<file path="config.mk">
export PLATFORM = sky130hd
export DESIGN_NAME = wave_capture_mc
export DESIGN_NICKNAME = d
export VERILOG_FILES = /design/src/rtl/wave_capture_mc.sv
export SDC_FILE = /design/constraint.sdc
export NUM_CORES = 1
export LEC_CHECK = 0
export ABC_AREA = 1
export BUFFER_PORTS_ARGS = -buffer_cell sky130_fd_sc_hd__buf_2
export CORE_MARGIN = 8
export CORE_UTILIZATION = 58
export CTS_BUF_LIST = sky130_fd_sc_hd__clkbuf_4 sky130_fd_sc_hd__clkbuf_8
export DETAILED_ROUTE_END_ITERATION = 10
export GPL_TIMING_DRIVEN = 0
export MAX_ROUTING_LAYER = met4
export PLACE_DENSITY = 0.84
export SYNTH_ARGS = -nofsm -noshare
export SYNTH_HDL_FRONTEND = slang
export SYNTH_SLANG_ARGS = --single-unit
</file>
<file path="constraint.sdc">
create_clock -name clk -period 5.6 [get_ports clk]
set_input_delay 1.12 -clock clk [delete_from_list [all_inputs] [get_ports clk]]
set_output_delay 1.12 -clock clk [all_outputs]
set_load 0.01 [all_outputs]
</file>
<file path="src/rtl/wave_capture_mc.sv">
// Multi-channel zero-crossing capture engine writing frames into a ping-pong waveform RAM.
// Latency: first RAM write one cycle after the storing strobe, then one channel per cycle.
// No backpressure: strobes arriving during a write burst are dropped and flagged on sticky overrun.
module wave_capture_mc #(
    parameter int NUM_CH       = 2,
    parameter int SAMPLE_W     = 16,
    parameter int OUT_W        = 8,
    parameter int DEPTH_LOG2   = 8,
    parameter int AUTO_TIMEOUT = 1024,
    localparam int CH_W        = (NUM_CH > 1) ? $clog2(NUM_CH) : 1,
    localparam int AW          = 1 + CH_W + DEPTH_LOG2
) (
    input  logic                       clk,
    input  logic                       reset,
    input  logic                       new_sample_ready,
    input  logic [NUM_CH*SAMPLE_W-1:0] new_sample_in,
    input  logic [1:0]                 trig_mode,
    input  logic [CH_W-1:0]            trig_ch,
    input  logic                       wave_display_idle,
    output logic [AW-1:0]              write_address,
    output logic                       write_enable,
    output logic [OUT_W-1:0]           write_sample,
    output logic                       read_index,
    output logic                       capturing,
    output logic                       overrun
);
    localparam int TO_W = (AUTO_TIMEOUT > 1) ? $clog2(AUTO_TIMEOUT) : 1;

    typedef enum logic [1:0] {S_ARMED, S_ACTIVE, S_WAIT} state_t;

    state_t                state_q, state_d;
    logic [CH_W-1:0]       ch_q, trig_sel, burst_ch, next_ch;
    logic [DEPTH_LOG2-1:0] sample_index, burst_index, store_idx;
    logic [TO_W-1:0]       timeout_cnt;
    logic                  prev_msb, cur_msb, last_write;
    logic                  trigger, store, drop, flip;
    logic [OUT_W-1:0]      cur_off [NUM_CH];
    logic [OUT_W-1:0]      lat_off [NUM_CH];
    logic                  unused_sample_lsbs;

    // Two's complement to offset binary is just an MSB flip of the kept top bits.
    function automatic logic [OUT_W-1:0] to_offset(input logic [OUT_W-1:0] t);
        return t ^ (OUT_W'(1) << (OUT_W - 1));
    endfunction

    always_comb begin
        for (int c = 0; c < NUM_CH; c++) begin
            cur_off[c] = to_offset(new_sample_in[c*SAMPLE_W + SAMPLE_W - 1 -: OUT_W]);
        end
    end

    // Only the top OUT_W bits of each sample are stored.
    assign unused_sample_lsbs = ^new_sample_in;

    // The trigger channel follows trig_ch only while armed; elsewhere the armed choice is held.
    assign trig_sel   = (state_q != S_ARMED) ? ch_q :
                        (int'(trig_ch) < NUM_CH) ? trig_ch : '0;
    assign cur_msb    = ~cur_off[trig_sel][OUT_W-1];
    assign last_write = write_enable && (burst_ch == CH_W'(NUM_CH - 1));
    assign next_ch    = burst_ch + 1'b1;
    assign store_idx  = (state_q == S_ARMED) ? '0 : sample_index;
    assign capturing  = (state_q == S_ACTIVE);

    always_ff @(posedge clk or negedge reset) begin
        if (!reset) begin
            state_q <= S_ARMED;
        end else begin
            state_q <= state_d;
        end
    end

    always_comb begin
        state_d = state_q;
        trigger = 1'b0;
        store   = 1'b0;
        drop    = 1'b0;
        flip    = 1'b0;
        case (state_q)
            S_ARMED: begin
                case (trig_mode)
                    2'd0:    trigger = prev_msb & ~cur_msb;
                    2'd1:    trigger = ~prev_msb & cur_msb;
                    2'd2:    trigger = 1'b1;
                    default: trigger = (prev_msb & ~cur_msb) |
                                       (timeout_cnt == TO_W'(AUTO_TIMEOUT - 1));
                endcase
                trigger = trigger & new_sample_ready;
                if (trigger) begin
                    store   = 1'b1;
                    state_d = S_ACTIVE;
                end
            end
            S_ACTIVE: begin
                if (new_sample_ready) begin
                    if (write_enable) begin
                        drop = 1'b1;
                    end else begin
                        store = 1'b1;
                    end
                end
                if (last_write && (burst_index == '1)) begin
                    state_d = S_WAIT;
                end
            end
            S_WAIT: begin
                if (wave_display_idle) begin
                    flip    = 1'b1;
                    state_d = S_ARMED;
                end
            end
            default: state_d = S_ARMED;
        endcase
    end

    always_ff @(posedge clk or negedge reset) begin
        if (!reset) begin
            ch_q          <= '0;
            prev_msb      <= 1'b0;
            timeout_cnt   <= '0;
            sample_index  <= '0;
            burst_index   <= '0;
            burst_ch      <= '0;
            read_index    <= 1'b0;
            overrun       <= 1'b0;
            write_enable  <= 1'b0;
            write_address <= '0;
            write_sample  <= '0;
            for (int c = 0; c < NUM_CH; c++) begin
                lat_off[c] <= '0;
            end
        end else begin
            if (state_q == S_ARMED) begin
                ch_q <= trig_sel;
            end
            if (new_sample_ready) begin
                prev_msb <= cur_msb;
            end
            if (state_q != S_ARMED) begin
                timeout_cnt <= '0;
            end else if (new_sample_ready && !trigger) begin
                timeout_cnt <= timeout_cnt + 1'b1;
            end
            if (flip) begin
                read_index <= ~read_index;
            end
            if (drop) begin
                overrun <= 1'b1;
            end
            // Channel 0 goes out straight from the input; the rest come from the latch.
            if (store) begin
                lat_off       <= cur_off;
                sample_index  <= store_idx + 1'b1;
                burst_index   <= store_idx;
                burst_ch      <= '0;
                write_enable  <= 1'b1;
                write_address <= {~read_index, CH_W'(0), store_idx};
                write_sample  <= cur_off[0];
            end else if (write_enable && !last_write) begin
                burst_ch      <= next_ch;
                write_address <= {~read_index, next_ch, burst_index};
                write_sample  <= lat_off[next_ch];
            end else begin
                write_enable  <= 1'b0;
            end
        end
    end
endmodule

</file>
==> flow_summary.ini <==
[flow_run]
drv_cap = 0

[sta]
fmax_ghz = 0.395
slew_viol_final = 0
fin_crit_ns = 2.53
worst_slack_ns = 3.07
rsz0062_at_grt = no
setup_viol = 0
finalSetupTns_ns = 0
timing.final.hold_violations = 0
skew_ns = 0.0123
fin_crit_sh_pct = 45.2
tightest_slew_ns = 0.754
slew_headroom_pct = 49.7

[critical_path]
crit_path_end_kind = primary output
cp_max_fo = 5
regToRegStartpoint = timeout_cnt[0]
r2r_end = write_address[1]
startpoint_type = flip-flop
crit_type = flip-flop to primary output
r2r_setup_slack_ns = 3.49
arrival_ns = 1.41
crit_required_ns = 4.48
r2r_cells = 10

[floorplanning]
rows = 26
ios = 61
start_util_pct = 59.3
core_area_um2 = 5010
die_height_um = 87.6
die_area_um2 = 7670
die_w_um = 87.6

[clock_tree]
cts.sinks = 61
clock_latency_ns = 0.34
postCtsSetupBuffers = 0
clk_path_buf_depth = 2
post_cts_resized = 0
htreeDepth = 3
cts-root-buf = clkbuf_8
cts_tree = done
clk_pin_slew_ns = 0.06
ctsHoldBuffers = 0
cts_buffers = 9

[power_and_ir_drop]
internal_power_w = 0.00112
peakVddDrop_uv = 308
seqPwrFrac_pct = 37.2
p_sw_share_pct = 39.9
power.density_nw_per_um2 = 533
power_frac_comb_pct = 38.6
p_clk_share_pct = 24.2
p_sw_w = 0.000747
power_leakage_nw = 1.86

[finish]
fin_area_um2 = 3510
area_delta_synth_final_pct = 18.3
layout.cells.non_filler = 488
nets = 454
layout_common_cells = 121 x nand2_1, 61 x dfrtp_1, 47 x buf_2
n_antenna_cell = 0
final_common_cell = nand2_1
fill_cells = 407
drive_above_1_share_pct = 20.6

[routing]
vias = 2593
drt_wl_total_um = 6800
drtAntennaViolNets = 0
drtIter0Drc = 184
drc_errors = 0
vias_per_cell = 5.31
firstDrtPassIters = 5
wire_per_inst_um = 13.9

[synth]
syn_inst = 358
ys_ff_latch = 61
yosys-top-cells-area = dfrtp_1 51%, nand2_1 15%, nand3_1 7.2%, inv_1 3.4%, nor2_1 3.0%
synth_fp_nets = 399
synth_area_leader_cell = dfrtp_1
yosysSeqAreaShare_pct = 51.4
yosysWarnings = 0
ys_types = 33
synth_top_area_share_pct = 51.4
syn_area_um2 = 2970
avgSynthCellArea_um2 = 8.29

[place]
port-buffer-count = 44
place_hpwl_um = 4740
postPlaceCellArea_um2 = 3280
finalWeightedCongestion = 0.832
post-place-ws_ns = 3.03
dp.cells = 472

[grt]
grt_first_pass_wirelength_um = 11600
grt_overflow = 0
grt_pass1_vias = 2511
grt_antenna_before_repair = 0
grt_max_degree = 62
grt_use_total_pct = 19.9

[hold_path]
holdCritStartpoint = lat_off[15]
hold_path_class = flip-flop to flip-flop
holdPathStages = 2
whs_endpoint = lat_off[15]

[run_status]
status = complete, no violations
## sequential cells by signal (all words and copies together) (netlist names)
register and cells:
overrun 1, sample_index 8, state_q 2, write_enable 1
write_sample 8, write_address 10, lat_off 10, burst_index 8
ch_q 1, read_index 1, timeout_cnt 10, prev_msb 1
## cell type report
cell class                 instances  area, um^2  share of cell area, %
buffer                            12        80.1                   2.28
clock buffer                      11         151                   4.31
clock inverter                     5        81.3                   2.32
inverter                          31         116                   3.31
multi-input combinational        254        1250                   35.5
sequential                        61        1530                   43.5
tap                               70        87.6                   2.49
timing repair buffer              44         223                   6.34
## kinds of logic after synthesis
group / after synthesis / synth area share, %
AND/OR/NAND/NOR: 209 / 31.6
adder cells (fa/ha/maj): 2 / 0.843
XOR/XNOR: 11 / 3.25
flip-flops: 61 / 51.4
buffers and inverters: 43 / 6.62
AO/OA/AOI/OAI: 32 / 6.24
## stage by stage
| step | hold slack (ns) | util, % | total power, W |
|---|---|---|---|
| after global placement | 0.461 | 65.4 | 0.00138 |
| after floorplan | 0.441 | - | 0.00119 |
| after global routing | 0.506 | 70.1 | 0.00200 |
| after detailed placement | 0.471 | 65.4 | 0.00142 |
| after CTS | 0.488 | 70.1 | 0.00187 |
| final | 0.488 | 70.1 | 0.00187 |
## power by group through the flow
stage / combinational (W) / sequential, W / clock (W)
6_report: 0.000721 / 0.000696 / 0.000453
5_1_grt: 0.000812 / 0.000713 / 0.000479
4_1_cts: 0.000724 / 0.000693 / 0.000455
3_5_place_dp: 0.000716 / 0.000700 / 0
3_3_place_gp: 0.000693 / 0.000692 / 0
2_1_floorplan: 0.000476 / 0.000709 / 0
## how the worst max path moves through the flow
| stage | start | end | cells past startpoint |
|---|---|---|---|
| final | state_q[0] | capturing | 3 |
| after detailed placement | trig_ch | write_address[0] | 12 |
| after CTS | state_q[0] | capturing | 3 |
| after global placement | trig_ch | write_address[1] | 12 |
| after global routing | state_q[0] | capturing | 3 |
| after floorplan | trig_ch | burst_index[0] | 10 |
## critical path, stage by stage (launching register included)
cell     delay (ns)
dfrtp_1        0.42
inv_2          0.08
nor2_1         0.35
buf_2          0.22
## metal layers
layer | vias up | wire (um) | track usage (%)
met2 | 82 | 3270 | 30.4
met4 | 0 | 63 | 6.41
li1 | 1263 | - | -
met5 | - | 0 | -
met3 | 6 | 408 | 5.44
met1 | 1242 | 3050 | 25.2
## synth_stat cells, drive strengths merged
cell type  number
a31o            1
nand3b          1
clkbuf          3
inv            30
o211ai          1
ha              2
nand3          50
o21ai          21
nor3b           1
xor2            9
nor2           25
a31oi           1
dfrtp          61
xnor2           2
clkinv          1
o31ai           1
nor3            2
nand4           4
buf             9
a21oi           6
nand2         125
and2            1
o41ai           1
No activity file was read; power rests on OpenSTA's default activity.
